[config.mk]
export PLATFORM = sky130hd
export DESIGN_NAME = drive_cmd_arbiter_flat
export DESIGN_NICKNAME = d
export VERILOG_FILES = /design/src/rtl/drive_cmd_if.sv /design/src/rtl/drive_cmd_arbiter.sv /design/src/flat_wrapper.sv
export SDC_FILE = /design/constraint.sdc
export NUM_CORES = 1
export LEC_CHECK = 0
export CORE_MARGIN = 1.5
export CORE_UTILIZATION = 52
export DETAILED_ROUTE_END_ITERATION = 10
export GPL_TIMING_DRIVEN = 0
export HOLD_SLACK_MARGIN = 0.05
export PLACE_DENSITY = 0.76
export SYNTH_ARGS = -nofsm -noshare
export SYNTH_HDL_FRONTEND = slang
export SYNTH_SLANG_ARGS = --single-unit
[constraint.sdc]
create_clock -name clk -period 2.9 [get_ports clk]
set_input_delay 0.58 -clock clk [delete_from_list [all_inputs] [get_ports clk]]
set_output_delay 0.58 -clock clk [all_outputs]
set_load 0.05 [all_outputs]
[src/rtl/drive_cmd_if.sv]
// ---------------------------------------------------------------------------
// drive_cmd_if
// Bundles the requester strobes, the obstacle level and the motor-side
// outputs of drive_cmd_arbiter so the block can be wired up as one port.
//   rc_valid/rc_cmd  : remote-link frame strobe and 8-bit command code
//   au_valid/au_cmd  : autonomous request strobe and 8-bit command code
//   obstacle         : 1 = forward path blocked (synchronous level)
//   cmd_out          : command code to the motor-bridge driver
//   duty             : PWM duty word
//   owner            : 0 = none, 1 = remote, 2 = auto
//   dwell            : 1 while the reversal dwell is running
//   cmd_err          : one-cycle pulse on an illegal command code
// master drives the requests (environment), slave is the arbiter.
// ---------------------------------------------------------------------------
interface drive_cmd_if;
  logic       rc_valid;
  logic [7:0] rc_cmd;
  logic       au_valid;
  logic [7:0] au_cmd;
  logic       obstacle;
  logic [7:0] cmd_out;
  logic [7:0] duty;
  logic [1:0] owner;
  logic       dwell;
  logic       cmd_err;

  modport master (
    output rc_valid, rc_cmd, au_valid, au_cmd, obstacle,
    input  cmd_out, duty, owner, dwell, cmd_err
  );

  modport slave (
    input  rc_valid, rc_cmd, au_valid, au_cmd, obstacle,
    output cmd_out, duty, owner, dwell, cmd_err
  );
endinterface

[src/rtl/drive_cmd_arbiter.sv]
// ---------------------------------------------------------------------------
// drive_cmd_arbiter
// Sequencer in front of the motor-bridge driver. Arbitrates drive commands
// from the remote link and the autonomous requester, blocks forward motion
// on an obstacle, drops remote ownership after a silence timeout, inserts a
// STOP dwell on FWD<->BACK reversal and produces the PWM duty word.
//
// Ports:
//   clk    : system clock
//   rst_n  : asynchronous active-low reset
//   bus    : drive_cmd_if.slave (requests in, cmd_out/duty/owner/dwell/
//            cmd_err out)
//
// Build option:
//   DRIVE_RAMP_EN defined   : duty starts at DUTY_START on each new motion
//                             command and ramps by RAMP_STEP every RAMP_DIV
//                             cycles, saturating at DUTY_MAX.
//   DRIVE_RAMP_EN undefined : duty jumps straight to DUTY_MAX and holds.
//
// Command codes: FWD=24, BACK=82, LEFT=8, RIGHT=90, STOP=28.
// ---------------------------------------------------------------------------
module drive_cmd_arbiter #(
  parameter int         TIMEOUT_CYC = 50_000_000,
  parameter int         DWELL_CYC   = 5_000_000,
  parameter logic [7:0] DUTY_START  = 8'd64,
  parameter logic [7:0] DUTY_MAX    = 8'd255,
  parameter int         RAMP_DIV    = 500_000,
  parameter logic [7:0] RAMP_STEP   = 8'd4
) (
  input  logic        clk,
  input  logic        rst_n,
  drive_cmd_if.slave  bus
);

  localparam logic [7:0] C_FWD   = 8'd24;
  localparam logic [7:0] C_BACK  = 8'd82;
  localparam logic [7:0] C_LEFT  = 8'd8;
  localparam logic [7:0] C_RIGHT = 8'd90;
  localparam logic [7:0] C_STOP  = 8'd28;

  localparam logic [1:0] OWN_NONE = 2'd0;
  localparam logic [1:0] OWN_RC   = 2'd1;
  localparam logic [1:0] OWN_AU   = 2'd2;

  localparam int TW = $clog2(TIMEOUT_CYC + 1);
  localparam int DW = $clog2(DWELL_CYC + 1);

  // Elaboration-time sanity check of the configuration.
  if (TIMEOUT_CYC < 1 || DWELL_CYC < 1 || RAMP_DIV < 1 || RAMP_STEP == 8'd0 ||
      DUTY_START > DUTY_MAX) begin : g_cfg_check
    $error("drive_cmd_arbiter: illegal parameter set");
  end

`ifdef DRIVE_RAMP_EN
  localparam int         PW        = $clog2(RAMP_DIV + 1);
  localparam logic [7:0] DUTY_LOAD = DUTY_START;
`else
  localparam logic [7:0] DUTY_LOAD = DUTY_MAX;
`endif

  typedef enum logic [1:0] {ST_STOP, ST_RUN, ST_DWELL} state_t;

  function automatic logic is_legal(input logic [7:0] c);
    return (c == C_FWD) || (c == C_BACK) || (c == C_LEFT) ||
           (c == C_RIGHT) || (c == C_STOP);
  endfunction

  function automatic logic is_reversal(input logic [7:0] from, input logic [7:0] to);
    return ((from == C_FWD) && (to == C_BACK)) || ((from == C_BACK) && (to == C_FWD));
  endfunction

`ifdef DRIVE_RAMP_EN
  // 9-bit add so a step past the ceiling saturates instead of wrapping.
  function automatic logic [7:0] ramp_sat(input logic [7:0] d);
    logic [8:0] s;
    s = {1'b0, d} + {1'b0, RAMP_STEP};
    return (s > {1'b0, DUTY_MAX}) ? DUTY_MAX : s[7:0];
  endfunction
`endif

  // ---- stage p0: arbitration / latched requests --------------------------
  logic [7:0]    rc_cmd_p0;
  logic [7:0]    au_cmd_p0;
  logic [1:0]    owner_p0;
  logic          au_seen_p0;
  logic [TW-1:0] tmo_cnt_p0;
  logic          cmd_err_p0;

  logic rc_ok;
  logic au_ok;
  logic timeout;

  assign rc_ok   = bus.rc_valid && is_legal(bus.rc_cmd);
  assign au_ok   = bus.au_valid && is_legal(bus.au_cmd);
  // A fresh remote frame in the expiry cycle wins over the timeout.
  assign timeout = (owner_p0 == OWN_RC) && (tmo_cnt_p0 == '0) && !rc_ok;

  always_ff @(posedge clk or negedge rst_n) begin
    if (!rst_n) begin
      rc_cmd_p0  <= C_STOP;
      au_cmd_p0  <= C_STOP;
      owner_p0   <= OWN_NONE;
      au_seen_p0 <= 1'b0;
      tmo_cnt_p0 <= '0;
      cmd_err_p0 <= 1'b0;
    end else begin
      cmd_err_p0 <= (bus.rc_valid && !is_legal(bus.rc_cmd)) ||
                    (bus.au_valid && !is_legal(bus.au_cmd));
      if (rc_ok) begin
        rc_cmd_p0  <= bus.rc_cmd;
        owner_p0   <= OWN_RC;
        tmo_cnt_p0 <= TW'(TIMEOUT_CYC - 1);
      end else if (timeout) begin
        rc_cmd_p0 <= C_STOP;
        owner_p0  <= (au_seen_p0 || au_ok) ? OWN_AU : OWN_NONE;
      end else begin
        if ((owner_p0 == OWN_RC) && (tmo_cnt_p0 != '0))
          tmo_cnt_p0 <= tmo_cnt_p0 - TW'(1);
        if (au_ok && (owner_p0 != OWN_RC))
          owner_p0 <= OWN_AU;
      end
      // Auto requests are always latched, even while remote owns the drive,
      // so a remote timeout can fall back to the most recent one.
      if (au_ok)
        au_cmd_p0 <= bus.au_cmd;
      au_seen_p0 <= timeout ? 1'b0 : (au_seen_p0 | au_ok);
    end
  end

  logic [7:0] target;

  always_comb begin
    target = C_STOP;
    case (owner_p0)
      OWN_RC:  target = rc_cmd_p0;
      OWN_AU:  target = au_cmd_p0;
      default: target = C_STOP;
    endcase
    if (bus.obstacle && (target == C_FWD))
      target = C_STOP;
  end

  // ---- stage p1: motion sequencer / outputs ------------------------------
  state_t        state_p1, state_nxt;
  logic [7:0]    cmd_p1, cmd_nxt;
  logic [7:0]    duty_p1, duty_nxt;
  logic          dwell_p1, dwell_nxt;
  logic [DW-1:0] dcnt_p1, dcnt_nxt;
`ifdef DRIVE_RAMP_EN
  logic [PW-1:0] presc_p1, presc_nxt;
`endif

  always_ff @(posedge clk or negedge rst_n) begin
    if (!rst_n) state_p1 <= ST_STOP;
    else        state_p1 <= state_nxt;
  end

  always_comb begin
    state_nxt = state_p1;
    cmd_nxt   = cmd_p1;
    duty_nxt  = duty_p1;
    dwell_nxt = dwell_p1;
    dcnt_nxt  = dcnt_p1;
`ifdef DRIVE_RAMP_EN
    presc_nxt = presc_p1;
`endif
    case (state_p1)
      ST_STOP: begin
        if (target != C_STOP) begin
          state_nxt = ST_RUN;
          cmd_nxt   = target;
          duty_nxt  = DUTY_LOAD;
        end
      end
      ST_RUN: begin
        if (target == cmd_p1) begin
`ifdef DRIVE_RAMP_EN
          if (presc_p1 == PW'(RAMP_DIV - 1)) begin
            presc_nxt = '0;
            duty_nxt  = ramp_sat(duty_p1);
          end else begin
            presc_nxt = presc_p1 + PW'(1);
          end
`endif
        end else if (target == C_STOP) begin
          state_nxt = ST_STOP;
          cmd_nxt   = C_STOP;
          duty_nxt  = 8'd0;
        end else if (is_reversal(cmd_p1, target)) begin
          state_nxt = ST_DWELL;
          cmd_nxt   = C_STOP;
          duty_nxt  = 8'd0;
          dwell_nxt = 1'b1;
          dcnt_nxt  = DW'(DWELL_CYC - 1);
        end else begin
          cmd_nxt  = target;
          duty_nxt = DUTY_LOAD;
        end
      end
      ST_DWELL: begin
        // Target changes during the dwell only matter at its exit.
        if (dcnt_p1 == '0) begin
          dwell_nxt = 1'b0;
          if (target == C_STOP) begin
            state_nxt = ST_STOP;
          end else begin
            state_nxt = ST_RUN;
            cmd_nxt   = target;
            duty_nxt  = DUTY_LOAD;
          end
        end else begin
          dcnt_nxt = dcnt_p1 - DW'(1);
        end
      end
      default: state_nxt = ST_STOP;
    endcase
`ifdef DRIVE_RAMP_EN
    // Every new command restarts the ramp period from zero.
    if (cmd_nxt != cmd_p1)
      presc_nxt = '0;
`endif
  end

  always_ff @(posedge clk or negedge rst_n) begin
    if (!rst_n) begin
      cmd_p1   <= C_STOP;
      duty_p1  <= 8'd0;
      dwell_p1 <= 1'b0;
      dcnt_p1  <= '0;
`ifdef DRIVE_RAMP_EN
      presc_p1 <= '0;
`endif
    end else begin
      cmd_p1   <= cmd_nxt;
      duty_p1  <= duty_nxt;
      dwell_p1 <= dwell_nxt;
      dcnt_p1  <= dcnt_nxt;
`ifdef DRIVE_RAMP_EN
      presc_p1 <= presc_nxt;
`endif
    end
  end

  assign bus.cmd_out = cmd_p1;
  assign bus.duty    = duty_p1;
  assign bus.owner   = owner_p0;
  assign bus.dwell   = dwell_p1;
  assign bus.cmd_err = cmd_err_p0;

endmodule
[src/flat_wrapper.sv]
// flat-port wrapper written by rule: the top's interface ports become plain ports
module drive_cmd_arbiter_flat 
#(
  parameter int         TIMEOUT_CYC = 50_000_000,
  parameter int         DWELL_CYC   = 5_000_000,
  parameter logic [7:0] DUTY_START  = 8'd64,
  parameter logic [7:0] DUTY_MAX    = 8'd255,
  parameter int         RAMP_DIV    = 500_000,
  parameter logic [7:0] RAMP_STEP   = 8'd4
)
  (clk, rst_n, bus_rc_valid, bus_rc_cmd, bus_au_valid, bus_au_cmd, bus_obstacle, bus_cmd_out, bus_duty, bus_owner, bus_dwell, bus_cmd_err);
  drive_cmd_if bus_i ();
  input  logic clk;
  input  logic rst_n;
  input wire logic [$bits(bus_i.rc_valid)-1:0] bus_rc_valid;
  input wire logic [$bits(bus_i.rc_cmd)-1:0] bus_rc_cmd;
  input wire logic [$bits(bus_i.au_valid)-1:0] bus_au_valid;
  input wire logic [$bits(bus_i.au_cmd)-1:0] bus_au_cmd;
  input wire logic [$bits(bus_i.obstacle)-1:0] bus_obstacle;
  output wire logic [$bits(bus_i.cmd_out)-1:0] bus_cmd_out;
  output wire logic [$bits(bus_i.duty)-1:0] bus_duty;
  output wire logic [$bits(bus_i.owner)-1:0] bus_owner;
  output wire logic [$bits(bus_i.dwell)-1:0] bus_dwell;
  output wire logic [$bits(bus_i.cmd_err)-1:0] bus_cmd_err;
  assign bus_i.rc_valid = bus_rc_valid;
  assign bus_i.rc_cmd = bus_rc_cmd;
  assign bus_i.au_valid = bus_au_valid;
  assign bus_i.au_cmd = bus_au_cmd;
  assign bus_i.obstacle = bus_obstacle;
  assign bus_cmd_out = bus_i.cmd_out;
  assign bus_duty = bus_i.duty;
  assign bus_owner = bus_i.owner;
  assign bus_dwell = bus_i.dwell;
  assign bus_cmd_err = bus_i.cmd_err;
  drive_cmd_arbiter #(.TIMEOUT_CYC(TIMEOUT_CYC), .DWELL_CYC(DWELL_CYC), .DUTY_START(DUTY_START), .DUTY_MAX(DUTY_MAX), .RAMP_DIV(RAMP_DIV), .RAMP_STEP(RAMP_STEP)) u_core (.clk(clk), .rst_n(rst_n), .bus(bus_i));
endmodule
==> results of run 1 <==
-- worst min path at each step --
| stage | endpoint | slack, ns | cells past startpoint |
|---|---|---|---|
| after floorplan | u_core.au_cmd_p0[0]$_DFFE_PN0P_ | 0.28 | 0 |
| after global placement | u_core.rc_cmd_p0[0]$_DFFE_PN0P_ | 0.47 | 1 |
| after detailed placement | u_core.au_cmd_p0[7]$_DFFE_PN0P_ | 0.47 | 1 |
| after CTS | u_core.bus.duty[6]$_DFFE_PN0P_ | 0.14 | 1 |
| after global routing | u_core.bus.duty[6]$_DFFE_PN0P_ | 0.15 | 1 |
| final | u_core.bus.duty[6]$_DFFE_PN0P_ | 0.14 | 1 |
-- kinds of logic after synthesis --
group	count (synthesis)	share of synthesized area [%]
compound gates	104	15.8
simple gates	199	23.0
fa+ha+maj	8	2.18
flops	81	44.3
buf+inv	44	4.87
xor+xnor	29	5.52
mux	16	4.30
-- metrics by stage --
| step | power [mW] | utilization (%) | hold WS (ns) | TNS [ns] | cells |
|---|---|---|---|---|---|
| after floorplan | 3.09 | - | 0.284 | 0 | 481 |
| after global placement | 3.60 | 59.5 | 0.472 | -122.45 | 629 |
| after detailed placement | 3.67 | 59.8 | 0.473 | -3.22 | 630 |
| after CTS | 4.60 | 62.7 | 0.145 | 0 | 647 |
| after global routing | 5.16 | 64.8 | 0.146 | -0.116 | 656 |
| final | 4.91 | 64.8 | 0.138 | 0 | 656 |
-- cell usage after synthesis, types with 3 or more instances --
master     instances
a21oi_1           18
a221oi_1           3
a22o_1             7
a22oi_1            8
a2bb2oi_1          3
and2_1            10
buf_2              5
buf_4              8
buf_6              3
clkbuf_1           9
dfrtp_1           72
dfstp_2            9
ha_1               8
inv_1             19
mux2_2             6
mux2_4             6
mux2i_1            4
nand2_1           46
nand2b_1           7
nand3_1           17
nand3b_1           3
nand4_1            5
nor2_1            52
nor3_1            15
nor3_2             4
nor4_1            12
o211ai_1           3
o21ai_0           27
o21ai_1            8
o22a_1             3
o31a_1             3
or3_1              5
or4_1              6
xnor2_1           16
xor2_1            13
-- area by class of cell --
| type | count | area (um^2) | area share (%) |
|---|---|---|---|
| clock inverters | 4 | 52.6 | 0.939 |
| repair buffers | 51 | 498 | 8.90 |
| multi-input cells | 356 | 2480 | 44.3 |
| inverters | 19 | 71.3 | 1.27 |
| clock buffers | 12 | 145 | 2.59 |
| plain buffers | 25 | 173 | 3.08 |
| well taps | 108 | 135 | 2.41 |
| flip-flops and latches | 81 | 2040 | 36.5 |
-- critical path: stages (launching register included) --
cell and delay (ns):
dfrtp_2 0.46, ha_4 0.18, buf_6 0.14, a22oi_2 0.21, nor2_4 0.06, or4_4 0.57, a211oi_4 0.29, a21o_1 0.17
a2111o_1 0.14, buf_2 0.19, buf_4 0.13, mux2i_1 0.19
-- power by group through the flow --
| stage | registers (mW) | logic, mW | clock network, mW |
|---|---|---|---|
| after global placement | 1.48 | 2.12 | 0 |
| after detailed placement | 1.49 | 2.18 | 0 |
| after CTS | 1.47 | 2.28 | 0.850 |
| after floorplan | 1.62 | 1.46 | 0 |
| final | 1.49 | 2.58 | 0.836 |
| after global routing | 1.51 | 2.75 | 0.897 |
-- state kept, by name, summed over array words and instances (netlist names) --
register	count
u_core.bus.owner	2
u_core.rc_cmd_p0	8
u_core.dcnt_p1	23
u_core.bus.cmd_err	1
u_core.au_cmd_p0	8
u_core.bus.dwell	1
u_core.bus.duty	1
u_core.au_seen_p0	1
u_core.state_p1	2
u_core.bus.cmd_out	8
u_core.tmo_cnt_p0	26
-- timing repair --
| item | 4_1_cts | 5_1_grt |
|---|---|---|
| pin swaps | 2 | 9 |
| setup buffers | 1 | 8 |
| setup endpoints to repair | 17 | 30 |
| gates resized for setup | 8 | 28 |
| cloned | 0 | 1 |
-- layer usage --
| layer | vias to the layer above | part of all wire [%] |
|---|---|---|
| met2 | 92 | 50 |
| met1 | 1882 | 45 |
| li1 | 1847 | - |
| met5 | - | 0 |
| met4 | 0 | 1.8 |
| met3 | 21 | 4.1 |
==> flow_summary.toml, run 1 <==
[finish]
layout.nets = 572
diodes = 0
fillers = 682
area_growth_syn_to_layout_pct = 21.7
layout_commonest_cell = "dfrtp_1"
layout_common_cells = "70 x dfrtp_1, 49 x nor2_1, 46 x nand2_1"
drive_gt1_share_pct = 19.0
final_cell_area_um2 = 5600

[routing]
vias = 3842
post_drt_wl_per_cell_um = 16.2
totalWireLength_um = 10600
dr.first_iter.drc_count = 175
final_antenna_net_count = 0
dr.pass1.iters = 5
drc = 0
routed_via_density = 5.86

[pwr]
power_frac_comb_pct = 52.7
netSwitchingFraction_pct = 42.3
power_frac_clock_pct = 17.1
leakage_nw = 2.10
p_int_mw = 2.83
peakVddDrop_mv = 0.532
p_sw_mw = 2.08
power.density_nw_per_um2 = 876
seq_power_share_pct = 30.3

[floorplanning]
coreArea_um2 = 8640
start_util_pct = 53.2
die_y_um = 97.0
dieArea_um2 = 9420
ios = 41
die_x_um = 97.0
rows = 34

[sta]
setup_ws_ns = 0.0786
hold_viol = 0
clock.fmax_ghz = 0.354
period_share_pct = 97.3
final-setup-viol-count = 0
finalMaxSlewViolations = 0
relSlewSlack_pct = 42.6
worst_slew_pin_slew_ns = 0.853
min_period_ns = 2.82
fin_skew_ns = 0.0149

[logic_synthesis]
synth.avg_cell_area_um2 = 9.56
yosysWarningCount = 0
synth_area_um2 = 4600
syn_inst = 481
synthDistinctLibCells = 67
synth-main-ff-cell = "dfrtp_1"
ys_ff_latch = 81
synthTopCellsByArea = "dfrtp_1 39%, dfstp_2 5.1%, nor2_1 4.2%, nand2_1 3.8%, xnor2_1 3.0%"
yosysSeqAreaShare_pct = 44.3
synth_nets = 510
synth-edff-count = 0
netlist.area_leader.share_pct = 39.2
yosysTopAreaCell = "dfrtp_1"
ys_async_sr_fraction_pct = 100

[clock_tree]
clock-sinks = 81
cts_buffer_depth = 2
clock_latency_ns = 0.36
clkTransAtPathRegs_ns = 0.09
h-tree-depth = 3
holdBufCountCts = 0
cts_tree = "done"
cts_root_buffer = "clkbuf_8"
cts_inserted_buffers = 9

[grt]
grt-ovfl-total = 0
grt_pass1_wl_um = 17800
track_usage_pct = 23.0
grtUsageMet2_pct = 38.5
grt_pass1_vias = 3873
grt_util_met1_pct = 29.0
grtUsageMet3_pct = 6.36
grt_max_degree = 54
grt.busiest_layer = "met2"
antenna_found_initial = 0

[setup_path]
cp-start-kind = "flip-flop"
required_ns = 3.18
rr_endpoint = "u_core.bus.cmd_out[6]$_DFFE_PN0P_"
startpoint = "u_core.bus.owner[1]$_DFFE_PN0P_"
reg2reg_from = "u_core.bus.owner[1]$_DFFE_PN0P_"
endpoint = "u_core.bus.cmd_out[6]$_DFFE_PN0P_"
crit_type = "flip-flop to flip-flop"
r2r_slack_ns = 0.08
critPathCaptureType = "flip-flop"
critical_path.max_fanout = 9
arrival_ns = 3.10
reg2reg_depth = 11

[flow_run]
drv_cap = 0

[place]
gp_congestion = 0.843
dpl_worst_slack_ns = -0.251
io_buffers = 40
post_dp_cell_area_um2 = 5160
hpwl_um = 7200

[run_status]
status = "finished, final reports clean"

[min_path]
hp-class = "input pin to async pin"
No activity file was read; power rests on OpenSTA's default activity.
==> run 2: changes to the inputs <==
--- a/config.mk
+++ b/config.mk
@@ -11,6 +11,7 @@
 export GPL_TIMING_DRIVEN = 0
 export HOLD_SLACK_MARGIN = 0.05
 export PLACE_DENSITY = 0.76
+export SETUP_SLACK_MARGIN = 0.5
 export SYNTH_ARGS = -nofsm -noshare
 export SYNTH_HDL_FRONTEND = slang
 export SYNTH_SLANG_ARGS = --single-unit
==> flow_summary.toml, run 2 (synthesis results as in run 1) <==
[run_status]
status = "finished, final reports clean"

[routing]
routed_via_density = 5.80
final_antenna_net_count = 0
drc = 0
dr.pass1.iters = 5
vias = 3997
dr.first_iter.drc_count = 174
post_drt_wl_per_cell_um = 16.6
totalWireLength_um = 11500

[setup_path]
reg2reg_from = "u_core.bus.owner[1]$_DFFE_PN0P_"
crit_type = "flip-flop to flip-flop"
critical_path_buf_inv_count = 3
cpMostUsedCell = "buf_6"
crit_chain = "inv_2, ha_4, buf_6, a22oi_2, nor2_4, or4_4, a211oi_4, a21o_1, a2111o_1, buf_6, mux2_4"
critPathSlowestCell = "or4_4"
cpPeakStageDelay_ns = 0.57
critical_path.max_fanout = 8
cp-start-kind = "flip-flop"
cp_top_family = "compound AO/OA/AOI/OAI gates"
startpoint = "u_core.bus.owner[1]$_DFFE_PN0P_"
critPathCaptureType = "flip-flop"
arrival_ns = 2.94
required_ns = 3.14

[finish]
reg.largest.list = "u_core.tmo_cnt_p0: 26 flops, u_core.dcnt_p1: 23 flops"
layout_common_cells = "70 x dfrtp_1, 49 x buf_4, 46 x nor2_1"
max_flop_register = "u_core.tmo_cnt_p0"
area_growth_syn_to_layout_pct = 34.4
largest_register_ffs = 26
layout.nets = 605
drive_gt1_share_pct = 30.1
diodes = 0
layout_commonest_cell = "dfrtp_1"
utilization_pct = 71.5
final_cell_area_um2 = 6180

[sta]
fin_skew_ns = 0.00922
relSlewSlack_pct = 64.6
finalMaxSlewViolations = 0
worst_slew_pin_slew_ns = 0.531
period_share_pct = 93.1
final-setup-viol-count = 0
clock.fmax_ghz = 0.370
hold_viol = 0
fin_tns_setup_ns = 0
min_period_ns = 2.70
rsz0062_at_grt = "true"

[pwr]
netSwitchingFraction_pct = 40.3
leakage_nw = 2.36
peakVddDrop_mv = 0.451
power_frac_comb_pct = 55.5
power.density_nw_per_um2 = 880
power_frac_clock_pct = 17.0
total_power_mw = 5.43
seq_power_share_pct = 27.5
p_sw_mw = 2.19
p_int_mw = 3.24

[clock_tree]
holdBufCountCts = 0
clock-sinks = 81
cts_inserted_buffers = 9
clock_latency_ns = 0.35
clkTransAtPathRegs_ns = 0.08
cts_tree = "done"
cts_root_buffer = "clkbuf_8"
cts_buffer_depth = 2
h-tree-depth = 3

[place]
io_buffers = 40
post_dp_cell_area_um2 = 5250
hpwl_um = 7220
gp_congestion = 0.856

[grt]
grt_pass1_wl_um = 18300
grt_max_degree = 45
track_usage_pct = 23.9
grt_pass1_vias = 4004
grt-ovfl-total = 0
antenna_found_initial = 0

[flow_run]
drv_cap = 0

[floorplanning]
rows = 34
dieArea_um2 = 9420
ios = 41
coreArea_um2 = 8640
die_y_um = 97.0
die_x_um = 97.0
start_util_pct = 53.2

[min_path]
hp-class = "input pin to async pin"
[run 2: path summary, 6_finish.rpt]
check / cells after the start / slack (ns) / end
hold / removal: 1 / 0.19 / u_core.bus.duty[6]$_DFFE_PN0P_
setup reg to reg: 11 / 0.20 / u_core.bus.cmd_out[7]$_DFFE_PN0P_
hold reg to reg: 1 / 0.50 / u_core.rc_cmd_p0[7]$_DFFE_PN0P_
min in group clk: 1 / 0.50 / u_core.rc_cmd_p0[7]$_DFFE_PN0P_
max in group asynchronous: 2 / 2.11 / u_core.tmo_cnt_p0[4]$_DFFE_PN0P_
setup / recovery: 11 / 0.20 / u_core.bus.cmd_out[7]$_DFFE_PN0P_
[run 2: metrics by stage]
step / hold WS (ns) / setup slack (ns) / cells
2_1_floorplan: 0.284 / 0.131 / 481
3_3_place_gp: 0.469 / -1.90 / 629
3_5_place_dp: 0.484 / -0.290 / 630
4_1_cts: 0.193 / 0.254 / 670
5_1_grt: 0.225 / 0.110 / 689
6_report: 0.191 / 0.199 / 689
[run 2: power by group through the flow]
| stage | logic, mW | registers (mW) | clock network (mW) |
|---|---|---|---|
| CTS | 2.69 | 1.48 | 0.947 |
| detailed placement | 2.27 | 1.49 | 0 |
| finish | 3.02 | 1.49 | 0.924 |
| global placement | 2.22 | 1.48 | 0 |
| global route | 3.20 | 1.52 | 0.991 |
| floorplan | 1.57 | 1.63 | 0 |
[run 2: area by class of cell]
| cell class | count | area [um^2] |
|---|---|---|
| inverter | 19 | 71.3 |
| clock inverter | 2 | 60.1 |
| multi-input combinational | 356 | 2730 |
| tap | 108 | 135 |
| sequential | 81 | 2040 |
| fill | 605 | 2460 |
| buffer | 25 | 200 |
| clock buffer | 14 | 163 |
| timing repair buffer | 84 | 781 |
[run 2: layer usage]
metal  track usage (%)  up-vias  wire length (um)
li1                  -     1917                 -
met1              30.0     1928              4900
met2              41.3      125              5900
met3              4.70       27               456
met4              7.92        0               199
met5                 0        -                 0
[run 2: timing repair]
item | 4_1_cts | 5_1_grt
gates resized for setup | 37 | 66
buffers inserted | 24 | 18
gates cloned | 0 | 1
pin swaps | 16 | 24
setup endpoints to repair | 66 | 79
==> run 3: changes to the inputs <==
--- a/config.mk
+++ b/config.mk
@@ -5,6 +5,7 @@
 export SDC_FILE = /design/constraint.sdc
 export NUM_CORES = 1
 export LEC_CHECK = 0
+export CAP_MARGIN = 25
 export CORE_MARGIN = 1.5
 export CORE_UTILIZATION = 52
 export DETAILED_ROUTE_END_ITERATION = 10
==> results of run 3 <==
Final layout, timing and power as in run 2 (identical DEF).
